**src/rtl/clkdiv_pkg.sv**
```systemverilog
// clkdiv_pkg: shared definitions for the programmable clock divider.
//   MIN_DIV    - smallest divisor a channel will ever run at
//   clamp_div  - maps requested divisors 0 and 1 up to MIN_DIV
//   ch_state_e - per-channel run state (IDLE, RUN)
package clkdiv_pkg;

  localparam int unsigned MIN_DIV = 2;

  typedef enum logic {
    IDLE = 1'b0,
    RUN  = 1'b1
  } ch_state_e;

  // Divisors below MIN_DIV cannot produce a high and a low phase, so they
  // are raised to MIN_DIV. Callers zero-extend their divisor to 32 bits.
  function automatic logic [31:0] clamp_div(input logic [31:0] d);
    return (d < 32'(MIN_DIV)) ? 32'(MIN_DIV) : d;
  endfunction

endpackage

```
**src/rtl/clkdiv_channel.sv**
```systemverilog
// clkdiv_channel: one divider channel (shadow divisor, counter, run FSM).
//   sys_clk  in  system clock, rising edge
//   rst      in  synchronous active-high reset
//   en       in  run enable, honoured only at period boundaries
//   div_in   in  divisor value presented for capture
//   div_load in  capture strobe for div_in into the shadow divisor
//   resync   in  restart strobe, affects running or enabled channels
//   clk_out  out divided clock, high for ceil(N/2) of every N cycles
//   tick     out high during the last cycle of each period
//   active   out channel is running
module clkdiv_channel
  import clkdiv_pkg::*;
#(
  parameter int DIV_WIDTH   = 16,
  parameter int DEFAULT_DIV = 50000
) (
  input  logic                 sys_clk,
  input  logic                 rst,
  input  logic                 en,
  input  logic [DIV_WIDTH-1:0] div_in,
  input  logic                 div_load,
  input  logic                 resync,
  output logic                 clk_out,
  output logic                 tick,
  output logic                 active
);

  localparam logic [DIV_WIDTH-1:0] ONE     = DIV_WIDTH'(1);
  localparam logic [DIV_WIDTH:0]   ONE_X   = (DIV_WIDTH+1)'(1);
  localparam logic [DIV_WIDTH-1:0] DEF_DIV = DIV_WIDTH'(DEFAULT_DIV);

  ch_state_e              state_reg,   state_next;
  logic [DIV_WIDTH-1:0]   count_reg,   count_next;
  logic [DIV_WIDTH-1:0]   cur_div_reg, cur_div_next;
  logic [DIV_WIDTH-1:0]   shadow_reg,  shadow_next;
  logic                   clk_out_reg, clk_out_next;
  logic                   tick_reg,    tick_next;

  logic [DIV_WIDTH:0]     high_len;
  logic [DIV_WIDTH:0]     count_inc;
  logic                   wrap;

  always_comb begin
    // A load on the same edge as a divisor pickup bypasses the shadow.
    shadow_next  = div_load ? DIV_WIDTH'(clamp_div(32'(div_in))) : shadow_reg;

    // One extra bit so (cur_div+1) cannot overflow at the top of the range.
    high_len     = ({1'b0, cur_div_reg} + ONE_X) >> 1;
    count_inc    = {1'b0, count_reg} + ONE_X;
    wrap         = (count_reg == cur_div_reg - ONE);

    state_next   = state_reg;
    count_next   = count_reg;
    cur_div_next = cur_div_reg;
    clk_out_next = clk_out_reg;

    if (resync && (state_reg == RUN || en)) begin
      state_next   = RUN;
      count_next   = '0;
      clk_out_next = 1'b1;
      cur_div_next = shadow_next;
    end else begin
      case (state_reg)
        IDLE: begin
          if (en) begin
            state_next   = RUN;
            count_next   = '0;
            clk_out_next = 1'b1;
            cur_div_next = shadow_next;
          end
        end
        RUN: begin
          if (wrap) begin
            count_next = '0;
            if (en) begin
              clk_out_next = 1'b1;
              cur_div_next = shadow_next;
            end else begin
              // Stopping only here means the last period is never cut short.
              state_next   = IDLE;
              clk_out_next = 1'b0;
            end
          end else begin
            count_next   = count_inc[DIV_WIDTH-1:0];
            clk_out_next = (count_inc < high_len);
          end
        end
        default: begin
          state_next   = IDLE;
          count_next   = '0;
          clk_out_next = 1'b0;
        end
      endcase
    end

    // Computed from next state so the registered tick lines up with count.
    tick_next = (state_next == RUN) && (count_next == cur_div_next - ONE);
  end

  always_ff @(posedge sys_clk) begin
    if (rst) begin
      state_reg   <= IDLE;
      count_reg   <= '0;
      cur_div_reg <= DEF_DIV;
      shadow_reg  <= DEF_DIV;
      clk_out_reg <= 1'b0;
      tick_reg    <= 1'b0;
    end else begin
      state_reg   <= state_next;
      count_reg   <= count_next;
      cur_div_reg <= cur_div_next;
      shadow_reg  <= shadow_next;
      clk_out_reg <= clk_out_next;
      tick_reg    <= tick_next;
    end
  end

  assign clk_out = clk_out_reg;
  assign tick    = tick_reg;
  assign active  = (state_reg == RUN);

endmodule

```
**src/rtl/prog_clock_divider.sv**
```systemverilog
// prog_clock_divider: NUM_CH independent runtime-programmable dividers.
//   sys_clk  in  system clock, rising edge
//   rst      in  synchronous active-high reset
//   en       in  [NUM_CH] per-channel run enable
//   div_in   in  [NUM_CH*DIV_WIDTH] packed divisors, channel i at [i*DIV_WIDTH +: DIV_WIDTH]
//   div_load in  [NUM_CH] per-channel divisor capture strobe
//   resync   in  restart all running/enabled channels at phase 0
//   clk_out  out [NUM_CH] registered divided clocks
//   tick     out [NUM_CH] one-cycle end-of-period pulses
//   active   out [NUM_CH] channel running flags
// DIV_WIDTH is limited to 32 by the package clamp helper.
module prog_clock_divider
  import clkdiv_pkg::*;
#(
  parameter int NUM_CH      = 4,
  parameter int DIV_WIDTH   = 16,
  parameter int DEFAULT_DIV = 50000
) (
  input  logic                        sys_clk,
  input  logic                        rst,
  input  logic [NUM_CH-1:0]           en,
  input  logic [NUM_CH*DIV_WIDTH-1:0] div_in,
  input  logic [NUM_CH-1:0]           div_load,
  input  logic                        resync,
  output logic [NUM_CH-1:0]           clk_out,
  output logic [NUM_CH-1:0]           tick,
  output logic [NUM_CH-1:0]           active
);

  if (DEFAULT_DIV < int'(MIN_DIV) ||
      longint'(DEFAULT_DIV) >= (longint'(1) << DIV_WIDTH)) begin : g_bad_default
    $error("prog_clock_divider: DEFAULT_DIV must satisfy 2 <= DEFAULT_DIV < 2**DIV_WIDTH");
  end

  genvar gi;
  generate
    for (gi = 0; gi < NUM_CH; gi++) begin : g_ch
      clkdiv_channel #(
        .DIV_WIDTH   (DIV_WIDTH),
        .DEFAULT_DIV (DEFAULT_DIV)
      ) u_channel (
        .sys_clk  (sys_clk),
        .rst      (rst),
        .en       (en[gi]),
        .div_in   (div_in[gi*DIV_WIDTH +: DIV_WIDTH]),
        .div_load (div_load[gi]),
        .resync   (resync),
        .clk_out  (clk_out[gi]),
        .tick     (tick[gi]),
        .active   (active[gi])
      );
    end
  endgenerate

endmodule

```
**config.mk**
```make
export PLATFORM = sky130hd
export DESIGN_NAME = prog_clock_divider
export DESIGN_NICKNAME = d
export VERILOG_FILES = /design/src/rtl/clkdiv_pkg.sv /design/src/rtl/clkdiv_channel.sv /design/src/rtl/prog_clock_divider.sv
export SDC_FILE = /design/constraint.sdc
export NUM_CORES = 1
export LEC_CHECK = 0
export ABC_AREA = 1
export BUFFER_PORTS_ARGS = -buffer_cell sky130_fd_sc_hd__buf_2
export CORE_UTILIZATION = 40
export CTS_CLUSTER_SIZE = 16
export DETAILED_ROUTE_END_ITERATION = 7
export HOLD_SLACK_MARGIN = 0.12
export PLACE_DENSITY = 0.65
export SYNTH_ARGS = -nofsm -noshare
export SYNTH_HDL_FRONTEND = slang
export SYNTH_SLANG_ARGS = --single-unit
```
**constraint.sdc**
```tcl
create_clock -name sys_clk -period 5.8 [get_ports sys_clk]
set_input_delay 0.87 -clock sys_clk [delete_from_list [all_inputs] [get_ports sys_clk]]
set_output_delay 0.87 -clock sys_clk [all_outputs]
set_load 0.01 [all_outputs]
```
==> results of run 1 <==
## worst max-delay path by stage
| stage | start | end | slack, ps | cells past startpoint |
|---|---|---|---|---|
| 6_report | g_ch[2].u_channel.cur_div_reg[2]$_SDFF_PP0_ | g_ch[2].u_channel.clk_out$_SDFFE_PP0P_ | 2000 | 20 |
| 5_1_grt | g_ch[1].u_channel.cur_div_reg[0]$_SDFF_PP0_ | g_ch[1].u_channel.tick$_SDFF_PP0_ | 1680 | 27 |
| 4_1_cts | g_ch[2].u_channel.cur_div_reg[2]$_SDFF_PP0_ | g_ch[2].u_channel.clk_out$_SDFFE_PP0P_ | 2070 | 20 |
| 3_5_place_dp | resync | g_ch[1].u_channel.tick$_SDFF_PP0_ | 1830 | 20 |
| 3_3_place_gp | resync | g_ch[1].u_channel.tick$_SDFF_PP0_ | 1900 | 20 |
| 2_1_floorplan | en[2] | g_ch[2].u_channel.tick$_SDFF_PP0_ | 2720 | 20 |
## cell usage in the layout (no fill, tap or decap), drive strengths merged, types with 2 or more instances in the layout
cell type	n
nand2	930
nor2	449
inv	386
nand3	273
dfxtp	204
xor2	142
o21ai	98
buf	91
ha	76
a21oi	68
nor3	40
xnor2	37
clkbuf	31
nand4	30
nand3b	24
mux2i	22
o22ai	14
or2	13
a22oi	12
clkinv	12
nor4	10
a31oi	8
o21bai	5
o221ai	4
and3	3
a211oi	3
clkinvlp	3
bufinv	3
nor3b	3
a21boi	2
o21a	2
## cells by family after synthesis
group / after synthesis
simple gates: 1776
buf+inv: 481
compound gates: 221
flops: 204
xor+xnor: 180
fa+ha+maj: 76
mux: 22
## final cells by class
cell class	count	area [µm²]
Inverter	390	1465
Timing Repair Buffer	91	470.5
Clock buffer	31	688.2
Tap cell	592	740.7
Fill cell	4868	24810
Multi-Input combinational cell	2275	12000
Sequential cell	204	4084
Clock inverter	14	156.4
## report_power, final
part | leakage [nW] | internal, mW | switching, mW | total (mW)
Combinational | 7.61 | 0.360 | 0.735 | 1.09
Clock | 0.414 | 0.973 | 0.667 | 1.64
Sequential | 1.68 | 1.47 | 0.0958 | 1.57
## worst max-delay path, stage by stage, from the launching register on
cell and delay, ps:
dfxtp_1 590, inv_1 150, nor3_1 260, inv_1 70
nor3_1 280, inv_1 70, nor2_1 230, nand3_1 140
nor2_1 150, nand3_1 160, nor3b_1 220, a21oi_1 70
ha_1 300, nand2_1 80, nor2_1 50, a211oi_1 170
o31a_1 170, o21ai_0 90, a21oi_1 270, o221ai_1 160
inv_1 70
## per-layer routing
metal	vias up	share of wire (%)	global-route usage, %
met5	-	0	0
met4	0	3.1	6.714
met3	91	5.3	2.723
met2	439	44	36.02
met1	7950	48	30.14
li1	9334	-	-
## stage by stage
| step | total power [mW] | util (%) | hold slack (ps) |
|---|---|---|---|
| floorplan | 2.432 | - | 424.3 |
| global placement | 2.680 | 42.24 | 433.7 |
| detailed placement | 2.681 | 42.24 | 439.2 |
| CTS | 4.328 | 44.14 | 453.9 |
| global route | 4.543 | 44.14 | 472.1 |
| finish | 4.305 | 44.14 | 451.9 |
==> results by group, run 1 <==
Yosys
  • Flip-flop and latch count after synthesis: 204
  • Synth top cells by count: 866 x nand2_1, 389 x nor2_1, 367 x inv_1
  • Synth Flop Type: dfxtp_1
  • Synth Area per Inst: 6.110 µm²
  • Synth Net Count: 3111
  • EDFF count, synth: 0
  • Post-synthesis mux area share: 1.218%
  • Largest area contributor in the netlist: dfxtp_1
  • Most repeated cell in the gate-level netlist after synthesis: nand2_1
  • Synth Area in Adders: 5.258%
  • Largest cells by area after synthesis: dfxtp_1 23%, nand2_1 18%, nor2_1 8.1%, inv_1 7.6%, nand3_1 7.0%
  • Synth warn: 0
  • Xor and xnor area share after synthesis: 8.800%
  • Syn Inst Count: 2960
  • Post-synthesis simple-gate area fraction: 44.08%
  • Distinct cells, synth: 57
  • Register area share after synthesis: 22.58%
  • Synth Area in Compound Gates: 6.988%
  • Share of the synthesized area in the top cell type: 22.58%
  • Mapped Area: 18080 µm²
  • Ys async rst share: 0%
  • Largest family of logic cells by synthesized area: simple AND/OR/NAND/NOR gates

Die
  • Core area: 44410 µm²
  • Initial core utilization: 40.72%
  • Die area: 46070 µm²
  • Die X: 214.6 µm
  • Row cnt: 77
  • Top Ports: 87
  • Die Height: 214.6 µm

Place
  • DP Cell Count: 3552
  • Worst slack at placement: 1830 ps
  • Hpwl dp: 41300 µm
  • RD Place Congestion: 0.9339
  • IO buf count: 86
  • Placed cell area: 18760 µm²

Hold path
  • Hold path cells: 2
  • Type of the worst min-delay path: flop to flop
  • WHS Endpoint: g_ch[0].u_channel.shadow_reg[8]$_SDFF_PP1_
  • Hold_sp: g_ch[0].u_channel.shadow_reg[8]$_SDFF_PP1_

Global routing
  • Vias in the first global route: 16.41k
  • Grt total ovfl: 0
  • GRT Overall Usage: 22.05%
  • Maximum number of pins on one net before global-route repair: 57
  • First-pass GRT wire length: 83730 µm
  • Antenna violations before repair: 0

Worst setup path
  • CP startpoint kind: flop
  • Crit Path Max Fanout: 8
  • Worst EP arrival: 4300 ps
  • Crit. End Element: flop
  • Worst Reg2Reg Path Length in Cells: 20
  • R2R Path Start: g_ch[2].u_channel.cur_div_reg[2]$_SDFF_PP0_
  • Reg2Reg Setup Slack: 2000 ps
  • Worst Path Required: 6300 ps
  • Worst R2R End: g_ch[2].u_channel.clk_out$_SDFFE_PP0P_
  • Setup CP Type: flop to flop

Detailed routing
  • WL per Instance: 14.36 µm
  • Drt drc: 0
  • Drt total wl: 51640 µm
  • Final ANT Viol Nets: 0
  • Via density: 4.952
  • Vias: 17.81k
  • Drt pass-1 iters: 6
  • Initial DRC Count: 1128

Timing
  • PnR worst setup slack: 1996 ps
  • Slew Limit Headroom: 54.84%
  • # setup viols final: 0
  • Slew Viols, Final: 0
  • RSZ-0062 raised after global routing: false
  • Worst-margin pin slew: 677.3 ps
  • Tcrit/Tclk final: 65.58%
  • Final Hold Fails: 0
  • TNS Setup: 0 ps
  • Clock skew after layout: 8.531 ps
  • FMAX: 262.9 MHz
  • Fin crit period: 3804 ps

Power and ir drop
  • Worst VDD drop: 0.2008 mV
  • P per Cell Area: 219.6 nW/µm²
  • Leakage: 9.695 nW

Run
  • Max-cap viol count: 0

CTS
  • Clk_lat worst skew: 550 ps
  • TritonCTS Buffers: 25
  • CTS root buf: clkbuf_16
  • Post-CTS Resized: 0
  • Clock slew at reported path FFs: 60 ps
  • CTS Sinks: 204
  • Hold buffers post-CTS: 0
  • Clk buf depth: 3
  • CTS tree: done
  • Post CTS Setup Buffer Count: 0
  • H-tree Lvls: 1

Finish
  • Final nets: 3138
  • P&R area growth vs syn: 8.399%
  • Final Non-Filler Cells: 3597
  • Fin area: 19600 µm²
  • Share of cells above drive strength 1: 10.92%
  • # diodes: 0

Outcome
  • Status: finished clean
No activity file was read; power rests on OpenSTA's default activity.
==> run 2, diff against run 1 <==
PLACE_DENSITY = 0.67   (was 0.65)
clock period = 3.22 ns   (was 5.8 ns; I/O delays follow)
==> results by group, run 2 (same netlist as run 1, synthesis figures left out) <==
Power and ir drop
  • Internal: 5.488 mW
  • P per Cell Area: 386.0 nW/µm²
  • Leakage: 10.68 nW
  • Net switching power: 2.911 mW
  • Net Sw Frac: 34.66%
  • Power Total: 8.399 mW
  • Comb pwr share: 28.8%
  • Clk pwr share: 37.7%
  • Flop pwr share: 33.5%
  • Worst VDD drop: 0.3279 mV

Global routing
  • First-pass GRT wire length: 87600 µm
  • Vias in the first global route: 17.28k
  • Maximum number of pins on one net before global-route repair: 50
  • GRT Overall Usage: 23.09%
  • Grt total ovfl: 0
  • Antenna violations before repair: 0

CTS
  • TritonCTS Buffers: 26
  • Hold buffers post-CTS: 0
  • CTS root buf: clkbuf_16
  • Clock slew at reported path FFs: 70 ps
  • CTS tree: done
  • Clk buf depth: 3
  • Clk_lat worst skew: 560 ps
  • CTS Sinks: 204
  • H-tree Lvls: 1

Finish
  • Commonest cells after routing, fill and taps aside: 841 x nand2_1, 350 x inv_1, 350 x nor2_1
  • P&R area growth vs syn: 20.31%
  • # diodes: 0
  • Share of cells above drive strength 1: 20.78%
  • Final Core Density: 48.99%
  • Final nets: 3298
  • Commonest non-fill, non-tap cell in the layout: nand2_1

Worst setup path
  • CP top delay family: simple AND/OR/NAND/NOR gates
  • Crit Path Max Fanout: 9
  • Worst Path Required: 3710 ps
  • CP startpoint kind: flop
  • Crit path cell chain: inv_2, buf_6, nand3_4, nor2_4, nand2_2, xor2_2, clkinv_1, nand2_1, nor2_2, nand3_2, nand2_4, nand2_4, buf_6, nand2_1, nand2_2, buf_4, nand3_4, nor2_4, nand3_1, nand2_1, nand3_1, nand2_1, nand3_1, nor2_1
  • Setup CP Type: flop to flop
  • Worst path bufs/invs: 5
  • Most used cell, CP: nand2_1
  • Crit. End Element: flop
  • Max incr delay on CP: 320 ps
  • Slowest cell on the critical path: dfxtp_2
  • Worst EP arrival: 3590 ps

Place
  • Worst slack at placement: -71.26 ps
  • Hpwl dp: 43050 µm
  • IO buf count: 86
  • RD Place Congestion: 0.9269

Die
  • Row cnt: 77
  • Die Height: 214.6 µm
  • Core area: 44410 µm²
  • Die area: 46070 µm²
  • Initial core utilization: 40.72%
  • Top Ports: 87
  • Die X: 214.6 µm

Detailed routing
  • Initial DRC Count: 1350
  • WL per Instance: 14.54 µm
  • Drt drc: 0
  • Drt total wl: 54660 µm
  • Via density: 4.955
  • Final ANT Viol Nets: 0
  • Vias: 18.63k
  • Drt pass-1 iters: 5

Timing
  • RSZ-0062 raised after global routing: true
  • Worst-margin pin slew: 771.2 ps
  • # setup viols final: 0
  • Fin crit period: 3102 ps
  • Tcrit/Tclk final: 96.35%
  • PnR worst setup slack: 117.6 ps
  • Slew Viols, Final: 0
  • FMAX: 322.3 MHz
  • Clock skew after layout: 14.33 ps
  • Slew Limit Headroom: 48.59%
  • Final Hold Fails: 0

Hold path
  • Type of the worst min-delay path: input pin to flop

Run
  • Max-cap viol count: 0

Outcome
  • Status: finished clean
-- run 2: changes by cell type in the layout (fill, tap and decap cells not counted), sizes merged --
cell,previous run,this run
buf,91,248
bufinv,3,4
clkinv,12,16
clkinvlp,3,2
nor2,449,450
-- run 2: cell type report --
type | instances | area, µm²
fill | 4503 | 22660
tap | 592 | 740.7
inverter | 390 | 1479
sequential | 204 | 4124
timing repair buffer | 249 | 1723
multi-input combinational | 2276 | 12760
clock buffer | 30 | 716.9
clock inverter | 18 | 211.5
-- run 2: worst register-to-register path, stage by stage (launching register included) --
cell and delay [ps]:
dfxtp_2 320, inv_2 80, buf_6 110, nand3_4 100, nor2_4 210, nand2_2 90, xor2_2 190, clkinv_1 100
nand2_1 90, nor2_2 40, nand3_2 110, nand2_4 110, nand2_4 100, buf_6 150, nand2_1 90, nand2_2 90
buf_4 140, nand3_4 120, nor2_4 230, nand3_1 110, nand2_1 90, nand3_1 70, nand2_1 90, nand3_1 90
nor2_1 120
-- run 2: path summary, 6_finish.rpt --
path	from	to	slack, ps	depth (start not counted)
max reg2reg	g_ch[1].u_channel.cur_div_reg[1]$_SDFF_PP0_	g_ch[1].u_channel.tick$_SDFF_PP0_	120	24
max	g_ch[1].u_channel.cur_div_reg[1]$_SDFF_PP0_	g_ch[1].u_channel.tick$_SDFF_PP0_	120	24
min	div_in[31]	g_ch[1].u_channel.shadow_reg[15]$_SDFF_PP1_	160	3
min reg2reg	g_ch[0].u_channel.shadow_reg[9]$_SDFF_PP1_	g_ch[0].u_channel.shadow_reg[9]$_SDFF_PP1_	450	2
-- run 2: what timing repair did --
| item | in CTS | in global routing |
|---|---|---|
| endpoints found under the setup margin | 5 | 8 |
| cloned | 0 | 1 |
| gates resized for setup | 11 | 229 |
| pin swaps | 2 | 89 |
| buffers inserted | 2 | 40 |
-- run 2: metal layers --
metal / up-vias / GRT usage, % / share of wire (%)
li1: 9682 / - / -
met1: 8396 / 30.81 / 46
met2: 463 / 39.08 / 46
met3: 86 / 2.695 / 5.3
met4: 0 / 6.429 / 2.6
met5: - / 0 / 0
-- run 2: metrics by stage --
step	hold slack (ps)	instance area (µm²)	cells	setup TNS [ps]
3_5_place_dp	439.4	19660	3668	-274.2
6_report	163.8	21760	3759	0
3_3_place_gp	433.2	19660	3668	-219.3
2_1_floorplan	424.3	18080	2960	0
5_1_grt	168.2	21760	3759	-440.8
4_1_cts	137.5	20640	3718	0
-- run 2: power groups by stage --
stage	Sequential (mW)	Combinational (mW)	Clock, mW
floorplan	2.78	1.60	0
global placement	2.86	2.14	0
detailed placement	2.86	2.15	0
CTS	2.80	2.17	3.23
global route	2.83	2.69	3.34
finish	2.82	2.42	3.17
==> run 3, diff against run 2 <==
MAX_ROUTING_LAYER = met4   (was unset)
==> results by group, run 3 (same netlist as run 1, synthesis figures left out) <==
Outcome
  • Status: finished clean

Timing
  • Worst-margin pin slew: 779.5 ps
  • Clock skew after layout: 8.143 ps
  • Slew Viols, Final: 0
  • PnR worst setup slack: 74.36 ps
  • Final Hold Fails: 0
  • Hold Slack: 175.9 ps
  • # setup viols final: 0
  • Slew Limit Headroom: 48.04%
  • RSZ-0062 raised after global routing: true
  • Tcrit/Tclk final: 97.69%
  • FMAX: 317.9 MHz
  • Fin crit period: 3146 ps

Detailed routing
  • Initial DRC Count: 1233
  • Vias: 18.62k
  • Drt total wl: 54240 µm
  • Final ANT Viol Nets: 0
  • Drt pass-1 iters: 6
  • Via density: 4.953
  • Drt drc: 0
  • WL per Instance: 14.43 µm

Die
  • Core area: 44410 µm²
  • Initial core utilization: 40.72%
  • Die Height: 214.6 µm
  • Row cnt: 77
  • Die X: 214.6 µm
  • Top Ports: 87
  • Die area: 46070 µm²

CTS
  • CTS Sinks: 204
  • CTS root buf: clkbuf_16
  • Clk_lat worst skew: 560 ps
  • H-tree Lvls: 1
  • Hold buffers post-CTS: 0
  • TritonCTS Buffers: 29
  • Clk buf depth: 3
  • Clock slew at reported path FFs: 60 ps
  • CTS tree: done

Worst setup path
  • Crit. End Element: flop
  • Setup CP Type: flop to flop
  • Worst Path Required: 3720 ps
  • Worst EP arrival: 3640 ps
  • Crit Path Max Fanout: 6
  • CP startpoint kind: flop

Power and ir drop
  • Net switching power: 2.922 mW
  • Worst VDD drop: 0.3838 mV
  • Clk pwr share: 39.5%
  • Net Sw Frac: 34.10%
  • Flop pwr share: 32.8%
  • P per Cell Area: 397.4 nW/µm²
  • Internal: 5.646 mW
  • Leakage: 10.60 nW
  • Comb pwr share: 27.7%
  • Power Total: 8.568 mW

Place
  • RD Place Congestion: 0.9442
  • Worst slack at placement: -57.01 ps
  • IO buf count: 86
  • Hpwl dp: 42710 µm

Run
  • Max-cap viol count: 0

Global routing
  • Antenna violations before repair: 1
  • Grt total ovfl: 0
  • Maximum number of pins on one net before global-route repair: 50
  • Vias in the first global route: 17.48k
  • First-pass GRT wire length: 87380 µm
  • GRT Overall Usage: 23.70%

Finish
  • Final nets: 3296
  • Commonest cells after routing, fill and taps aside: 838 x nand2_1, 361 x nor2_1, 351 x inv_1
  • FILL cells: 4605
  • P&R area growth vs syn: 19.21%
  • Share of cells above drive strength 1: 19.61%
  • Commonest non-fill, non-tap cell in the layout: nand2_1

Hold path
  • Type of the worst min-delay path: input pin to flop
## run 3: changes by cell type in the layout (fill, tap and decap cells not counted), moves of 5 or more
cell / change
buf_4: -5
clkinv_2: -5
dfxtp_1: +7
nand2_2: +6
nand3_1: +9
nand3_4: -5
nor2_1: +11
nor2_4: -7
## run 3: routing by layer
| metal | GRT usage (%) | up-vias | routed length (µm) |
|---|---|---|---|
| li1 | - | 9692 | - |
| met1 | 30.33 | 8352 | 24980 |
| met2 | 38.97 | 465 | 24980 |
| met3 | 2.496 | 111 | 2616 |
| met4 | 7.619 | 0 | 1661 |
| met5 | - | - | 0 |
## run 3: final timing paths
kind | cells after the start | startpoint | end | slack [ps]
min | 3 | div_in[31] | g_ch[1].u_channel.shadow_reg[15]$_SDFF_PP1_ | 180
min reg2reg | 2 | g_ch[0].u_channel.shadow_reg[8]$_SDFF_PP1_ | g_ch[0].u_channel.shadow_reg[8]$_SDFF_PP1_ | 450
max reg2reg | 27 | g_ch[2].u_channel.cur_div_reg[0]$_SDFF_PP0_ | g_ch[2].u_channel.tick$_SDFF_PP0_ | 70
max | 27 | g_ch[2].u_channel.cur_div_reg[0]$_SDFF_PP0_ | g_ch[2].u_channel.tick$_SDFF_PP0_ | 70
## run 3: power by group through the flow
stage	combinational (mW)	clock (mW)	sequential (mW)
floorplan	1.60	0	2.78
global placement	2.14	0	2.85
detailed placement	2.15	0	2.85
CTS	2.17	3.45	2.80
global route	2.65	3.55	2.83
finish	2.38	3.38	2.81
## run 3: repair_timing
item,4_1_cts,5_1_grt
resized for setup,5,169
buffers inserted,1,36
setup endpoints to repair,5,8
pin swaps,1,87
cloned,0,1
## run 3: final cells by class
class / count / area (µm²) / area share, %
antenna: 1 / 2.502 / 0.01161
clock buffer: 36 / 802.0 / 3.720
clock inverter: 16 / 212.7 / 0.9867
inverter: 390 / 1471 / 6.825
multi-input combinational: 2276 / 12540 / 58.16
sequential: 204 / 4108 / 19.05
tap: 592 / 740.7 / 3.436
timing repair buffer: 244 / 1683 / 7.806
## run 3: worst max-delay path: stages (launching register included)
cell and delay (ps):
dfxtp_2 330, inv_2 60, ha_4 280, inv_2 30
nand2_1 40, nand2_1 60, nor2_2 140, and2_4 160
nand3_2 70, nor2_2 120, nand3_1 100, nor2_2 120
nand2_2 100, nand2_4 130, nand2_8 80, nand2_4 90
nand2_4 50, ha_4 270, nand3_2 60, nand2_1 60
nand2_1 40, nor2_1 90, nand3_1 100, nor2_1 150
nand2_1 80, nor2_2 110, nand3_1 70, nor2_1 70
## run 3: through the flow
step	utilization, %	cell area [µm²]	instances	TNS, ps
final	48.54	21560	3759	0
after floorplan	-	18080	2960	0
after detailed placement	44.25	19660	3668	-119.9
after global routing	48.54	21560	3759	-696.3
after global placement	44.25	19660	3668	-41.97
after CTS	46.60	20700	3721	0
